--- src/rtl/cache_pkg.sv ---
// Shared types and sizing for the 4-line fully associative cache controller.
package cache_pkg;

  localparam int NUM_LINES    = 4;
  localparam int LINE_IDX_W   = 2;
  localparam int CACHE_ADDR_W = 8;
  localparam int CACHE_DATA_W = 8;

  typedef enum logic [2:0] {
    IDLE   = 3'd0,
    LOOKUP = 3'd1,
    MEM_RD = 3'd2,
    MEM_WR = 3'd3,
    RESP   = 3'd4
  } state_t;

  typedef struct packed {
    logic                    valid;
    logic [CACHE_ADDR_W-1:0] tag;
    logic [CACHE_DATA_W-1:0] data;
  } cache_entry_t;

  function automatic logic [15:0] sat_inc16(input logic [15:0] v);
    return (v == 16'hFFFF) ? v : v + 16'd1;
  endfunction

endpackage

--- src/rtl/tag_match4.sv ---
// Combinational 4-way tag compare; also reports the lowest invalid line for fills.
module tag_match4
  import cache_pkg::*;
#(
  parameter int ADDR_W = CACHE_ADDR_W
) (
  input  logic [NUM_LINES-1:0]             valid,
  input  logic [NUM_LINES-1:0][ADDR_W-1:0] tags,
  input  logic [ADDR_W-1:0]                addr,
  output logic                             match,
  output logic [LINE_IDX_W-1:0]            hit_idx,
  output logic                             any_invalid,
  output logic [LINE_IDX_W-1:0]            first_invalid_idx
);

  // Scan high-to-low so the lowest invalid index is the one left standing.
  always_comb begin
    match             = 1'b0;
    hit_idx           = '0;
    any_invalid       = 1'b0;
    first_invalid_idx = '0;
    for (int i = NUM_LINES - 1; i >= 0; i--) begin
      if (valid[i] && (tags[i] == addr)) begin
        match   = 1'b1;
        hit_idx = LINE_IDX_W'(i);
      end else begin
        hit_idx = hit_idx;
      end
      if (!valid[i]) begin
        any_invalid       = 1'b1;
        first_invalid_idx = LINE_IDX_W'(i);
      end else begin
        first_invalid_idx = first_invalid_idx;
      end
    end
  end

endmodule

--- src/rtl/fa_cache_ctrl.sv ---
// Controller for a 4-line fully associative write-through cache (read-allocate).
// Optional CACHE_STATS_EN adds saturating hit/miss counters.
module fa_cache_ctrl
  import cache_pkg::*;
#(
  parameter int ADDR_W = CACHE_ADDR_W,
  parameter int DATA_W = CACHE_DATA_W
) (
  input  logic                  clk,
  input  logic                  reset,
  input  logic                  req_valid,
  output logic                  req_ready,
  input  logic                  req_we,
  input  logic [ADDR_W-1:0]     req_addr,
  input  logic [DATA_W-1:0]     req_wdata,
  output logic                  resp_valid,
  output logic                  resp_hit,
  output logic [DATA_W-1:0]     resp_rdata,
  output logic                  repl_access,
  output logic                  repl_hit,
  output logic [LINE_IDX_W-1:0] repl_line,
  input  logic [LINE_IDX_W-1:0] repl_lru,
  output logic                  mem_rd_valid,
  output logic [ADDR_W-1:0]     mem_rd_addr,
  input  logic                  mem_rd_ack,
  input  logic [DATA_W-1:0]     mem_rd_data,
  output logic                  mem_wr_valid,
  output logic [ADDR_W-1:0]     mem_wr_addr,
  output logic [DATA_W-1:0]     mem_wr_data,
`ifdef CACHE_STATS_EN
  output logic [15:0]           hit_count,
  output logic [15:0]           miss_count,
`endif
  input  logic                  mem_wr_ack
);

  state_t state_r, state_s;

  logic [ADDR_W-1:0]     addr_r;
  logic [DATA_W-1:0]     wdata_r;
  logic                  we_r;
  logic                  lookup_hit_r;
  logic [LINE_IDX_W-1:0] victim_r;
  logic                  fill_hit_r;
  cache_entry_t          lines_r [NUM_LINES];

  logic                  req_ready_r, resp_valid_r, resp_hit_r;
  logic [DATA_W-1:0]     resp_rdata_r;
  logic                  repl_access_r, repl_hit_r;
  logic [LINE_IDX_W-1:0] repl_line_r;
  logic                  mem_rd_valid_r, mem_wr_valid_r;

  logic [NUM_LINES-1:0]             valid_s;
  logic [NUM_LINES-1:0][ADDR_W-1:0] tags_s;
  logic                             match_s, any_inv_s;
  logic [LINE_IDX_W-1:0]            hit_idx_s, first_inv_s;
  logic                             accept_s, lookup_s, touch_s, rd_done_s, wr_done_s;

  assign accept_s  = req_valid && req_ready_r && (state_r == IDLE);
  assign lookup_s  = (state_r == LOOKUP);
  assign touch_s   = lookup_s && match_s;
  assign rd_done_s = (state_r == MEM_RD) && mem_rd_valid_r && mem_rd_ack;
  assign wr_done_s = (state_r == MEM_WR) && mem_wr_valid_r && mem_wr_ack;

  // Flatten the line array into the compare unit's inputs.
  always_comb begin
    valid_s = '0;
    tags_s  = '0;
    for (int i = 0; i < NUM_LINES; i++) begin
      valid_s[i] = lines_r[i].valid;
      tags_s[i]  = lines_r[i].tag;
    end
  end

  tag_match4 #(.ADDR_W(ADDR_W)) u_match (
    .valid             (valid_s),
    .tags              (tags_s),
    .addr              (addr_r),
    .match             (match_s),
    .hit_idx           (hit_idx_s),
    .any_invalid       (any_inv_s),
    .first_invalid_idx (first_inv_s)
  );

  // State register.
  always_ff @(posedge clk or negedge reset) begin
    if (!reset) state_r <= IDLE;
    else        state_r <= state_s;
  end

  // Next-state logic.
  always_comb begin
    state_s = state_r;
    case (state_r)
      IDLE:    if (accept_s) state_s = LOOKUP; else state_s = IDLE;
      LOOKUP:  if (we_r) state_s = MEM_WR; else if (match_s) state_s = RESP; else state_s = MEM_RD;
      MEM_RD:  if (rd_done_s) state_s = RESP; else state_s = MEM_RD;
      MEM_WR:  if (wr_done_s) state_s = RESP; else state_s = MEM_WR;
      RESP:    state_s = IDLE;
      default: state_s = IDLE;
    endcase
  end

  // Request capture and lookup bookkeeping; victim is frozen at lookup time.
  always_ff @(posedge clk or negedge reset) begin
    if (!reset) begin
      addr_r       <= '0;
      wdata_r      <= '0;
      we_r         <= 1'b0;
      lookup_hit_r <= 1'b0;
      victim_r     <= '0;
      fill_hit_r   <= 1'b0;
    end else begin
      if (accept_s) begin
        addr_r  <= req_addr;
        wdata_r <= req_wdata;
        we_r    <= req_we;
      end
      if (lookup_s) begin
        lookup_hit_r <= match_s;
        victim_r     <= any_inv_s ? first_inv_s : repl_lru;
        fill_hit_r   <= any_inv_s;
      end
    end
  end

  // Line storage: write hits update data in place, read misses fill the victim.
  always_ff @(posedge clk or negedge reset) begin
    if (!reset) begin
      for (int i = 0; i < NUM_LINES; i++) lines_r[i] <= '0;
    end else if (touch_s && we_r) begin
      lines_r[hit_idx_s].data <= wdata_r;
    end else if (rd_done_s) begin
      lines_r[victim_r] <= '{valid: 1'b1, tag: addr_r, data: mem_rd_data};
    end
  end

  // Registered interface outputs.
  always_ff @(posedge clk or negedge reset) begin
    if (!reset) begin
      req_ready_r    <= 1'b0;
      resp_valid_r   <= 1'b0;
      resp_hit_r     <= 1'b0;
      resp_rdata_r   <= '0;
      repl_access_r  <= 1'b0;
      repl_hit_r     <= 1'b0;
      repl_line_r    <= '0;
      mem_rd_valid_r <= 1'b0;
      mem_wr_valid_r <= 1'b0;
    end else begin
      req_ready_r    <= (state_s == IDLE);
      resp_valid_r   <= (state_s == RESP);
      resp_hit_r     <= (state_s == RESP) && (lookup_s ? match_s : lookup_hit_r);
      mem_rd_valid_r <= (state_s == MEM_RD);
      mem_wr_valid_r <= (state_s == MEM_WR);
      repl_access_r  <= touch_s || rd_done_s;
      if (touch_s) begin
        repl_hit_r  <= 1'b1;
        repl_line_r <= hit_idx_s;
      end else if (rd_done_s) begin
        repl_hit_r  <= fill_hit_r;
        repl_line_r <= victim_r;
      end
      if (touch_s && !we_r) resp_rdata_r <= lines_r[hit_idx_s].data;
      else if (rd_done_s)   resp_rdata_r <= mem_rd_data;
      else if (wr_done_s)   resp_rdata_r <= '0;
    end
  end

  assign req_ready    = req_ready_r;
  assign resp_valid   = resp_valid_r;
  assign resp_hit     = resp_hit_r;
  assign resp_rdata   = resp_rdata_r;
  assign repl_access  = repl_access_r;
  assign repl_hit     = repl_hit_r;
  assign repl_line    = repl_line_r;
  assign mem_rd_valid = mem_rd_valid_r;
  assign mem_rd_addr  = addr_r;
  assign mem_wr_valid = mem_wr_valid_r;
  assign mem_wr_addr  = addr_r;
  assign mem_wr_data  = wdata_r;

`ifdef CACHE_STATS_EN
  logic [15:0] hit_cnt_r, miss_cnt_r;

  // Saturating lookup statistics, reads and writes alike.
  always_ff @(posedge clk or negedge reset) begin
    if (!reset) begin
      hit_cnt_r  <= 16'd0;
      miss_cnt_r <= 16'd0;
    end else if (lookup_s) begin
      if (match_s) hit_cnt_r  <= sat_inc16(hit_cnt_r);
      else         miss_cnt_r <= sat_inc16(miss_cnt_r);
    end
  end

  assign hit_count  = hit_cnt_r;
  assign miss_count = miss_cnt_r;
`endif

endmodule

--- config.mk ---
export PLATFORM = sky130hd
export DESIGN_NAME = fa_cache_ctrl
export DESIGN_NICKNAME = d
export VERILOG_FILES = /design/src/rtl/cache_pkg.sv /design/src/rtl/tag_match4.sv /design/src/rtl/fa_cache_ctrl.sv
export SDC_FILE = /design/constraint.sdc
export NUM_CORES = 1
export LEC_CHECK = 0
export CAP_MARGIN = 10
export CORE_AREA = 2 2 124 126
export CTS_BUF_LIST = sky130_fd_sc_hd__clkbuf_16
export DETAILED_ROUTE_END_ITERATION = 16
export DIE_AREA = 0 0 126 128
export MAX_ROUTING_LAYER = met4
export PLACE_DENSITY_LB_ADDON = 0.12
export REMOVE_ABC_BUFFERS = 1
export SLEW_MARGIN = 20
export SYNTH_ARGS = -nofsm -noshare
export SYNTH_HDL_FRONTEND = slang
export SYNTH_SLANG_ARGS = --single-unit
--- constraint.sdc ---
create_clock -name clk -period 2.35 [get_ports clk]
set_input_delay 0.47 -clock clk [delete_from_list [all_inputs] [get_ports clk]]
set_output_delay 0.47 -clock clk [all_outputs]
set_load 0.02 [all_outputs]
Word level (Yosys, flattened, before mapping) --
Cells that the tools add are included.
Storage, ports and cells: register bits after elaboration 109, input bits 32, output and inout port bits 41, logic and storage cells 109
Cells by class: order comparisons 4, equality and inequality tests 10, multiplexer cells 42, bitwise operators 2, reductions and logical operators 23
Operators by type and width (number):
- 68-bit bitwise mux | 2
- 68-bit 2-to-1 mux | 2
- 17-bit demux with 2-bit select | 2
- 8-bit 2-to-1 mux | 6
- 17-bit binary-select mux with 2-bit select | 1
- 8-bit equality test | 4
- 2-bit 2-to-1 mux | 11
- 17-bit 2-to-1 mux | 1
- 1-bit logical AND | 16
- 3-bit by 2-bit equality test with 1-bit output (second input constant) | 4
- 1-bit 2-to-1 mux | 12
- 3-bit 2-to-1 mux | 4
- 3-bit case mux with 4 select lines | 1
- 3-bit >= comparator (second input constant) | 2
- 3-bit zero test | 2
- 3-bit by 1-bit < comparator with 1-bit output (second input constant) | 2
- 2-bit NOT with 3-bit output | 2
- 2-bit nonzero test | 2
- 3-bit by 1-bit equality test with 1-bit output (second input constant) | 1
- 3-bit equality test (second input constant) | 1
- 3-bit nonzero test | 1
- 1-bit zero test | 1
- 1-bit logical OR | 1

Depth between registers and ports, before layout --
Gate-level depths: netlist of the first run.
word-level depth 13, depth in mapped cells 9, gate-level depth less buffers 6

By module --
From an unflattened synthesis of the first run, not the netlist that was laid out.
Second synthesis, totals: cell total of the unflattened synthesis 419, area total of the unflattened synthesis 5311.3 µm²
By module, submodules not included:
- fa_cache_ctrl | instances 1, cells an instance 351, area an instance 4777.1 µm², seq. area each 2727.6 µm²
- tag_match4 | instances 1, cells an instance 68, area an instance 534.3 µm², seq. area each 0.0 µm²

Least setup slack after synthesis of the first run --
Ideal clock, no wire load.
path type flip-flop to flip-flop, start register addr_r[3], in the netlist mem_rd_addr[3], end register lines_r[6] (netlist bit), library setup time 0.126 ns, data arrival time 2.198 ns, required time 2.224 ns, path slack 0.026 ns, cell stages (with the launch flop) 9, path buffers 2, period minus slack after synthesis 2.324 ns, cells stage by stage dfrtp_1 > buf_2 > xor2_1 > nor4_2 > nand4_1 > or4b_1 > buf_4 > o21ai_1 > a2bb2oi_2
On the way: longest elaborated chain between the ends 13, elaborated cells between the ends (all ways) 27, classes of those cells 2 x order compare; 4 x eq/ne; 12 x mux; 1 x bitwise; 8 x reduce/logical
Ends and longest elaborated chain:
- start, declared | line fa_cache_ctrl.sv:39 | logic [ADDR_W-1:0] addr_r;
- start signal, assigned | line fa_cache_ctrl.sv:115 | addr_r <= req_addr;
- 8-bit equality test | line tag_match4.sv:23 | if (valid[i] && (tags[i] == addr)) begin
- 1-bit logical AND | line tag_match4.sv:23
- 2-bit 2-to-1 mux (4 in a row) | line tag_match4.sv:23
- 2-bit NOT with 3-bit output (not written as such) | line fa_cache_ctrl.sv:132 | lines_r[hit_idx_s].data <= wdata_r;
- 3-bit >= comparator (not written as such) / 3-bit by 1-bit < comparator with 1-bit output (equally long branches) | line fa_cache_ctrl.sv:132
- 1-bit logical AND (not written as such) | line fa_cache_ctrl.sv:132
- 8-bit 2-to-1 mux (not written as such) | line fa_cache_ctrl.sv:132
- 17-bit demux with 2-bit select | line fa_cache_ctrl.sv:132
- 68-bit bitwise mux | line fa_cache_ctrl.sv:132
- 68-bit 2-to-1 mux | line fa_cache_ctrl.sv:131 | end else if (touch_s && we_r) begin
- end signal, assigned by index | line fa_cache_ctrl.sv:134 | lines_r[victim_r] <= '{valid: 1'b1, tag: addr_r, data: mem_rd_data};
- end, declared | line fa_cache_ctrl.sv:45 | cache_entry_t lines_r [NUM_LINES];
Several ways; a longest one is shown, not always the timed one. A chain may end at the register's enable or synchronous reset.

Worst setup path after layout of the first run --
start register addr_r[4], in the netlist mem_rd_addr[4], end register lines_r[0] (netlist bit)
The elaborated chain is that of the path after synthesis.

==> impl_metrics.toml, run 1 <==
[route]
routed_wl_um = 14600
via_count = 4117
first_pass_iters = 5
drt_iter0_drc = 203
vias_per_cell = 5.20
routedWlPerCell_um = 18.4
drt_drc_violations_left = 0
drtAntennaViolNets = 0

[sta]
finalMaxSlewViolations = 0
period_needed_ps = 2280
slew_headroom = 0.430
setup_viol = 0
max_freq_ghz = 0.438
fin_skew_ps = 6.19
fin_crit_sh = 0.972
tightest_slew_ps = 851
hold_ws_ps = 164
finalHoldViolations = 0

[power]
vdd_drop_max_uv = 765
intPower_mw = 5.37
pwr-share-comb = 0.446
sw_frac_of_total = 0.372
pwr-share-clk = 0.161
power_density_mw_per_mm2 = 1210
seq_power_share = 0.393
p_sw_mw = 3.19
leakage_nw = 2.92

[global_routing]
grt_pass1_vias = 4292
overflow = 0
antenna_found_initial = 0
grt_pass1_wl_um = 23400
grt_max_degree = 110
grt.total_usage = 0.193

[synth]
synth_ff_type = "dfrtp_1"
synthMuxAreaShare = 0.134
async_reset_ff_frac = 1.00
synthAdderAreaFrac = 0
ys_ff_latch = 109
synth_top_area_frac = 0.505
synth-compound-area-share = 0.145
ys.warnings.count = 0
synth_top_family_by_area = "compound AO/OA/AOI/OAI gates"
syn_area_mm2 = 0.00540
synth_edf_count = 0
ys_types = 49
synth_area_per_cell_um2 = 11.1
yosys.area.top_type = "dfrtp_1"
syn_inst = 487
yosys.area_share.simple = 0.120
synthTopCellsByArea = "dfrtp_1 (51%), mux2_2 (10%), xnor2_1 (4.1%)"
yosysSeqAreaShare = 0.505
synth_xor_area_frac = 0.0519

[clocking]
cts_root_buf = "clkbuf_16"
clk_latency_ps = 350
cts_tree = "done"
cts_buffer_depth = 2
numCtsBuffers = 9
clk_pin_slew_ps = 70
cts_sinks = 109
htree_levels = 3
cts_hold_buffers = 0

[finish]
multi_input_area_mm2 = 0.00250
nets = 631
layoutNonFillerInstCount = 792
final_area_mm2 = 0.00706
drive_gt1_frac = 0.291
post-route-util = 0.475
ff_latch_area_mm2 = 0.00273
layout_common_cells = "dfrtp_1 (104), clkdlybuf4s50_1 (71), buf_4 (61)"
layout_commonest_cell = "dfrtp_1"
antennaDiodeCount = 0
syn_to_final_growth_pct = 30.7
nFillCells = 1445

[critical_path]
setup.worst_path.end_class = "flop"
crit_chain = "xor2_1 > nor4_2 > nand4_1 > or4b_1 > buf_4 > o21ai_1 > a2bb2oi_2"
path_class = "reg2reg"
start_kind = "flop"
cp_top_family = "simple AND/OR/NAND/NOR gates"
max_stage_delay_ps = 550
cp_max_fo = 9
critPathBufInv = 1
required_ps = 2590
cp_data_arrival_time_ps = 2520
critPathSlowestCell = "or4b_1"

[die]
core-area_mm2 = 0.0149
die_h_um = 128
start_util = 0.363
dieArea_mm2 = 0.0161
num_io_pins = 73
die_width_um = 126
rows = 45

[place]
dp_hpwl_um = 10000
placed_area_mm2 = 0.00668
gp_congestion = 0.794
placed_cells = 771
port_buffers = 72

[job]
cap_violations = 0

[worst_hold_path]
hold_path_class = "in2async"

[run_status]
status = "finished clean"
-- flip-flops by register name, indices dropped and copies added (netlist names), 2 cells and up --
name and count:
lines_r 68, mem_rd_addr 8, mem_wr_data 8, resp_rdata 8
state_r 3, repl_line 2, victim_r 2
-- final cells by class --
cell class / instances / area share
timing repair buffer: 140 / 0.182
clock inverter: 7 / 0.00479
inverter: 11 / 0.00585
clock buffer: 9 / 0.0319
sequential: 109 / 0.387
tap: 188 / 0.0333
multi-input combinational: 328 / 0.355
-- power groups by stage --
stage	Sequential [mW]	Clock, mW	Combinational (mW)
global route	3.49	1.51	4.14
floorplan	3.71	0	1.64
detailed placement	3.40	0	3.72
global placement	3.36	0	3.67
CTS	3.36	1.43	3.77
finish	3.36	1.38	3.82
-- final timing paths --
check / cells past startpoint / endpoint / from / slack [ps]
max: 7 / lines_r[0]$_DFFE_PN0P_ / mem_rd_addr[4]$_DFFE_PN0P_ / 70
min reg2reg: 2 / fill_hit_r$_DFFE_PN0N_ / fill_hit_r$_DFFE_PN0N_ / 470
max in group asynchronous: 2 / resp_rdata[1]$_DFFE_PN0P_ / reset / 1690
max reg2reg: 7 / lines_r[0]$_DFFE_PN0P_ / mem_rd_addr[4]$_DFFE_PN0P_ / 70
min in group clk: 2 / fill_hit_r$_DFFE_PN0N_ / fill_hit_r$_DFFE_PN0N_ / 470
min: 2 / mem_rd_valid$_DFF_PN0_ / reset / 160
-- layer usage --
metal | GRT usage | share of wire
met5 | - | 0
met1 | 0.241 | 0.44
met2 | 0.321 | 0.50
met3 | 0.0434 | 0.050
met4 | 0.0517 | 0.015
-- timing repair --
item | in CTS | in global routing
setup endpoints to repair | 16 | 35
pin swaps | 1 | 3
resized for setup | 1 | 23
setup buffers | 2 | 3
-- cell usage after synthesis, types with 9 or more instances --
cell      count
a21oi_1      18
buf_2        12
buf_4        10
clkbuf_1     17
dfrtp_1     109
inv_1        11
mux2_2       48
mux2i_1      17
nand2_1      51
nand2b_1     15
nand3_1       9
nor2_1       13
o21ai_0      33
xnor2_1      25
-- per-stage QoR --
stage	TNS (ps)	power, mW	setup slack (ps)
global route	-150	9.14	-38.6
floorplan	-19510	5.35	-881
finish	0	8.56	66.1
global placement	-291	7.03	-35.0
detailed placement	-436	7.11	-61.2
CTS	-74.7	8.56	-27.7
-- logic make-up (layout without fill, tap and decap cells) --
kind of cell	Yosys count	after routing
AND/OR/NAND/NOR	121	121
AO/OA/AOI/OAI	109	109
flip-flops	109	109
multiplexers	66	66
buffers and inverters	50	167
XOR/XNOR	32	32
Power figures use the tool's default switching activity.
==> run 2, diff against run 1 <==
--- a/config.mk
+++ b/config.mk
@@ -6,10 +6,10 @@
 export NUM_CORES = 1
 export LEC_CHECK = 0
 export CAP_MARGIN = 10
-export CORE_AREA = 2 2 124 126
+export CORE_AREA = 4 4 109 111
 export CTS_BUF_LIST = sky130_fd_sc_hd__clkbuf_16
 export DETAILED_ROUTE_END_ITERATION = 16
-export DIE_AREA = 0 0 126 128
+export DIE_AREA = 0 0 113 115
 export MAX_ROUTING_LAYER = met4
 export PLACE_DENSITY_LB_ADDON = 0.12
 export REMOVE_ABC_BUFFERS = 1
==> run 2 against run 1 <==
  * Die area is 19% lower
  * Sequential power up 3%
  * Power is 0.75% higher
  * Cell count fell by 6.2%
  * Flip-flop and latch count is the same
  * Critical path type unchanged
==> impl_metrics.toml, run 2 (same netlist as run 1, synthesis figures left out) <==
[run_status]
status = "finished clean"

[job]
cap_violations = 0

[route]
drt_drc_violations_left = 0
routedWlPerCell_um = 18.9
routed_wl_um = 14000
drt_iter0_drc = 259
drtAntennaViolNets = 0
via_count = 4158
first_pass_iters = 5
vias_per_cell = 5.60

[finish]
layout_common_cells = "dfrtp_1 (103), clkdlybuf4s50_1 (71), buf_4 (63)"
largest_reg_flops = 68
top_register = "lines_r"
antennaDiodeCount = 0
final_area_mm2 = 0.00701
nets = 630
post-route-util = 0.650
layoutNonFillerInstCount = 743
layout_commonest_cell = "dfrtp_1"
syn_to_final_growth_pct = 29.8
drive_gt1_frac = 0.294

[power]
pwr-share-comb = 0.433
sw_frac_of_total = 0.377
vdd_drop_max_uv = 895
seq_power_share = 0.402
total_power_mw = 8.62
intPower_mw = 5.38
leakage_nw = 2.91
p_sw_mw = 3.25
power_density_mw_per_mm2 = 1230
pwr-share-clk = 0.165

[critical_path]
critPathCapture = "lines_r[23]$_DFFE_PN0P_"
cp_max_fo = 17
r2r.worst_path.cells = 10
start_kind = "flop"
path_class = "reg2reg"
worstSetupStartpoint = "mem_rd_addr[3]$_DFFE_PN0P_"
required_ps = 2640
reg2reg_from = "mem_rd_addr[3]$_DFFE_PN0P_"
r2r-end = "lines_r[23]$_DFFE_PN0P_"
cp_data_arrival_time_ps = 2570
reg2reg_slack_ps = 70
setup.worst_path.end_class = "flop"

[global_routing]
grt_max_degree = 49
grt_pass1_vias = 4362
overflow = 0
antenna_found_initial = 0
grt_pass1_wl_um = 23100
grt.total_usage = 0.238

[clocking]
cts_tree = "done"
clk_pin_slew_ps = 80
clk_latency_ps = 370
cts_root_buf = "clkbuf_16"
cts_buffer_depth = 2
htree_levels = 3
cts_sinks = 109
numCtsBuffers = 9

[place]
dp_hpwl_um = 10000
placed_cells = 724
gp_congestion = 0.920
placed_area_mm2 = 0.00661
port_buffers = 72

[sta]
period_needed_ps = 2280
slew_headroom = 0.618
setup_viol = 0
max_freq_ghz = 0.438
finalHoldViolations = 0
rsz0062_at_grt = "yes"
fin_crit_sh = 0.972
finalMaxSlewViolations = 0
tightest_slew_ps = 574
fin_skew_ps = 8.76

[die]
die_h_um = 115
core-area_mm2 = 0.0108
num_io_pins = 73
rows = 38
die_width_um = 113
dieArea_mm2 = 0.0130
start_util = 0.500

[worst_hold_path]
hold_path_class = "reg2reg"
[run 2: layout make-up]
class | instances | area, µm²
clock inverter | 7 | 42.5
multi-input combinational | 328 | 2530
inverter | 11 | 41.3
sequential | 109 | 2740
clock buffer | 9 | 225
timing repair buffer | 139 | 1260
fill | 866 | 3780
tap | 140 | 175
[run 2: critical path, cell delays in order, from the launching register on]
cell and delay [ps]:
dfrtp_1 420, buf_4 180, xnor2_1 160, nand4_1 150
buf_4 170, nor3_2 340, buf_6 270, nor3_4 70
buf_4 170, mux2i_1 120, a21oi_1 160
[run 2: how the worst min path moves through the flow]
stage | slack [ps] | endpoint | from | depth (start not counted)
floorplan | 170 | fill_hit_r$_DFFE_PN0N_ | reset | 0
global placement | 350 | mem_wr_data[5]$_DFFE_PN0P_ | reset | 1
detailed placement | 350 | mem_wr_data[5]$_DFFE_PN0P_ | reset | 1
CTS | 470 | fill_hit_r$_DFFE_PN0N_ | fill_hit_r$_DFFE_PN0N_ | 2
global route | 510 | lines_r[57]$_DFFE_PN0P_ | lines_r[57]$_DFFE_PN0P_ | 2
finish | 480 | fill_hit_r$_DFFE_PN0N_ | fill_hit_r$_DFFE_PN0N_ | 2
[run 2: routing by layer]
metal	wire length, µm	share of wire	vias to the layer above	global-route usage
met3	655	0.047	19	0.0511
li1	-	-	1952	-
met2	7250	0.52	106	0.393
met4	223	0.016	0	0.0817
met5	0	0	-	-
met1	5920	0.42	2081	0.291
[run 2: power by group through the flow]
| stage | sequential (mW) | combinational [mW] | clock [mW] |
|---|---|---|---|
| 2_1_floorplan | 3.71 | 1.64 | 0 |
| 3_3_place_gp | 3.43 | 3.56 | 0 |
| 3_5_place_dp | 3.47 | 3.62 | 0 |
| 4_1_cts | 3.44 | 3.65 | 1.45 |
| 5_1_grt | 3.59 | 4.05 | 1.53 |
| 6_report | 3.46 | 3.74 | 1.42 |
[run 2: per-stage QoR]
stage	setup slack, ps	setup TNS (ps)	hold WS (ps)
floorplan	-881	-19510	174
global placement	3.04	0	352
detailed placement	-38.3	-38.3	351
CTS	2.03	0	474
global route	-21.9	-56.9	506
finish	66.4	0	478
[run 2: what timing repair did]
item / CTS / global route
endpoints found under the setup margin: 8 / 35
hold endpoints to repair: 14 / 0
hold buffers: 1 / 0
pin swaps: 0 / 4
setup buffers: 0 / 2
gates cloned: 0 / 0
resized for setup: 1 / 22
==> run 3, diff against run 2 <==
--- a/config.mk
+++ b/config.mk
@@ -6,10 +6,11 @@
 export NUM_CORES = 1
 export LEC_CHECK = 0
 export CAP_MARGIN = 10
-export CORE_AREA = 4 4 109 111
+export CORE_AREA = 4 4 103 105
 export CTS_BUF_LIST = sky130_fd_sc_hd__clkbuf_16
 export DETAILED_ROUTE_END_ITERATION = 16
-export DIE_AREA = 0 0 113 115
+export DIE_AREA = 0 0 107 109
+export DONT_BUFFER_PORTS = 1
 export MAX_ROUTING_LAYER = met4
 export PLACE_DENSITY_LB_ADDON = 0.12
 export REMOVE_ABC_BUFFERS = 1
==> run 3 against run 2 <==
  * The flow now finishes with violations (negative hold slack)
  * First-iteration DRC count down 14%
  * Count of clock-buffer cells in the layout unchanged
  * Power down 13%
  * Flip-flop and latch count unchanged
  * Critical path depth down 3
  * Combinational power down 34%
  * Via count down 11%
  * Clock skew up 2.4 ps
  * Highest routed layer unchanged
==> impl_metrics.toml, run 3 (same netlist as run 1, synthesis figures left out) <==
[route]
first_pass_iters = 4
drt_iter0_drc = 223
vias_per_cell = 5.85
drtAntennaViolNets = 0
routedWlPerCell_um = 19.7
via_count = 3717
routed_wl_um = 12500
drt_drc_violations_left = 0

[global_routing]
grt_pass1_wl_um = 20100
grt_pass1_vias = 3875
grt.total_usage = 0.230
grt_max_degree = 110
overflow = 0
antenna_found_initial = 0

[finish]
final_area_mm2 = 0.00599
largest_reg_flops = 68
drive_gt1_frac = 0.273
top_register = "lines_r"
post-route-util = 0.621
layout_common_cells = "dfrtp_1 (106), nand2_1 (51), mux2_2 (48)"
nFillCells = 813
syn_to_final_growth_pct = 10.8
nets = 529
layout_commonest_cell = "dfrtp_1"
antennaDiodeCount = 0

[die]
die_h_um = 109
num_io_pins = 73
start_util = 0.560
die_width_um = 107
core-area_mm2 = 0.00964
rows = 36
dieArea_mm2 = 0.0117

[clocking]
post-cts-setup-buffers = 0
clk_pin_slew_ps = 80
cts_sinks = 109
cts_root_buf = "clkbuf_16"
htree_levels = 3
numCtsBuffers = 9
clk_latency_ps = 340
cts_buffer_depth = 2
cts_tree = "done"

[run_status]
status = "complete, but fails checks"
violations = "negative hold slack"

[power]
power_density_mw_per_mm2 = 1260
vdd_drop_max_uv = 786
leakage_nw = 2.49

[critical_path]
path_class = "reg2reg"
setup.worst_path.end_class = "flop"
cp_data_arrival_time_ps = 2450
cp_max_fo = 9
start_kind = "flop"
required_ps = 2570

[job]
cap_violations = 0

[sta]
max_freq_ghz = 0.447
fin_crit_sh = 0.951
period_needed_ps = 2230
hold_ws_ps = -180
rsz0062_at_grt = "no"
tightest_slew_ps = 720
setup_tns_ps = 0
slew_headroom = 0.518
finalHoldViolations = 109
fin_skew_ps = 11.2
finalMaxSlewViolations = 0
setup_viol = 0

[place]
gp_congestion = 0.824
port_buffers = 0
dp_hpwl_um = 8590
placed_area_mm2 = 0.00570

[worst_hold_path]
hold_path_class = "in2async"
==> run 3: routing by layer <==
metal / global-route usage / up-vias / wire, µm
met1: 0.291 / 1836 / 5120
met4: 0.0566 / 0 / 189
li1: - / 1751 / -
met3: 0.0403 / 16 / 817
met2: 0.389 / 114 / 6400
met5: - / - / 0
==> run 3: what timing repair did <==
item                                    CTS  global route
endpoints found under the hold margin   109           109
endpoints found under the setup margin    0            16
gates resized for setup                   0             5
==> run 3: final cells by class <==
| type | instances | area [µm²] | share of cell area |
|---|---|---|---|
| timing repair buffer | 38 | 323 | 0.0539 |
| clock inverter | 7 | 47.5 | 0.00794 |
| multi-input combinational | 328 | 2450 | 0.409 |
| inverter | 11 | 41.3 | 0.00690 |
| sequential | 109 | 2730 | 0.456 |
| clock buffer | 9 | 225 | 0.0376 |
| tap | 133 | 166 | 0.0278 |
==> run 3: worst paths after layout <==
path	cells past startpoint	slack, ps	endpoint	start
max reg2reg	7	120	lines_r[4]$_DFFE_PN0P_	mem_rd_addr[6]$_DFFE_PN0P_
min	0	-180	mem_wr_data[2]$_DFFE_PN0P_	reset
min in group clk	2	250	lines_r[36]$_DFFE_PN0P_	mem_rd_data[2]
max	7	120	lines_r[4]$_DFFE_PN0P_	mem_rd_addr[6]$_DFFE_PN0P_
max in group asynchronous	0	2320	lines_r[38]$_DFFE_PN0P_	reset
min reg2reg	2	470	fill_hit_r$_DFFE_PN0N_	fill_hit_r$_DFFE_PN0N_
==> run 3: report_power, final <==
group / switching (mW) / internal, mW / leakage (nW)
Clock: 0.675 / 0.724 / 0.138
Combinational: 1.23 / 1.25 / 1.00
Sequential: 1.01 / 2.65 / 1.35
==> run 3: worst max-delay path, stage by stage, from the launching register on <==
cell and delay [ps]:
dfrtp_1 480, xor2_1 200, nor3_1 290, nand4_1 160
or4b_1 530, buf_4 200, o21ai_1 180, a2bb2oi_2 70
==> run 3: through the flow <==
| stage | worst slack (ps) | power [mW] | hold WS, ps | cells |
|---|---|---|---|---|
| 2_1_floorplan | -881 | 5.35 | 174 | 448 |
| 3_3_place_gp | 129 | 6.12 | 178 | 619 |
| 3_5_place_dp | 104 | 6.20 | 177 | 619 |
| 4_1_cts | 74.3 | 7.61 | -190 | 635 |
| 5_1_grt | 1.12 | 8.05 | -199 | 635 |
| 6_report | 115 | 7.54 | -180 | 635 |
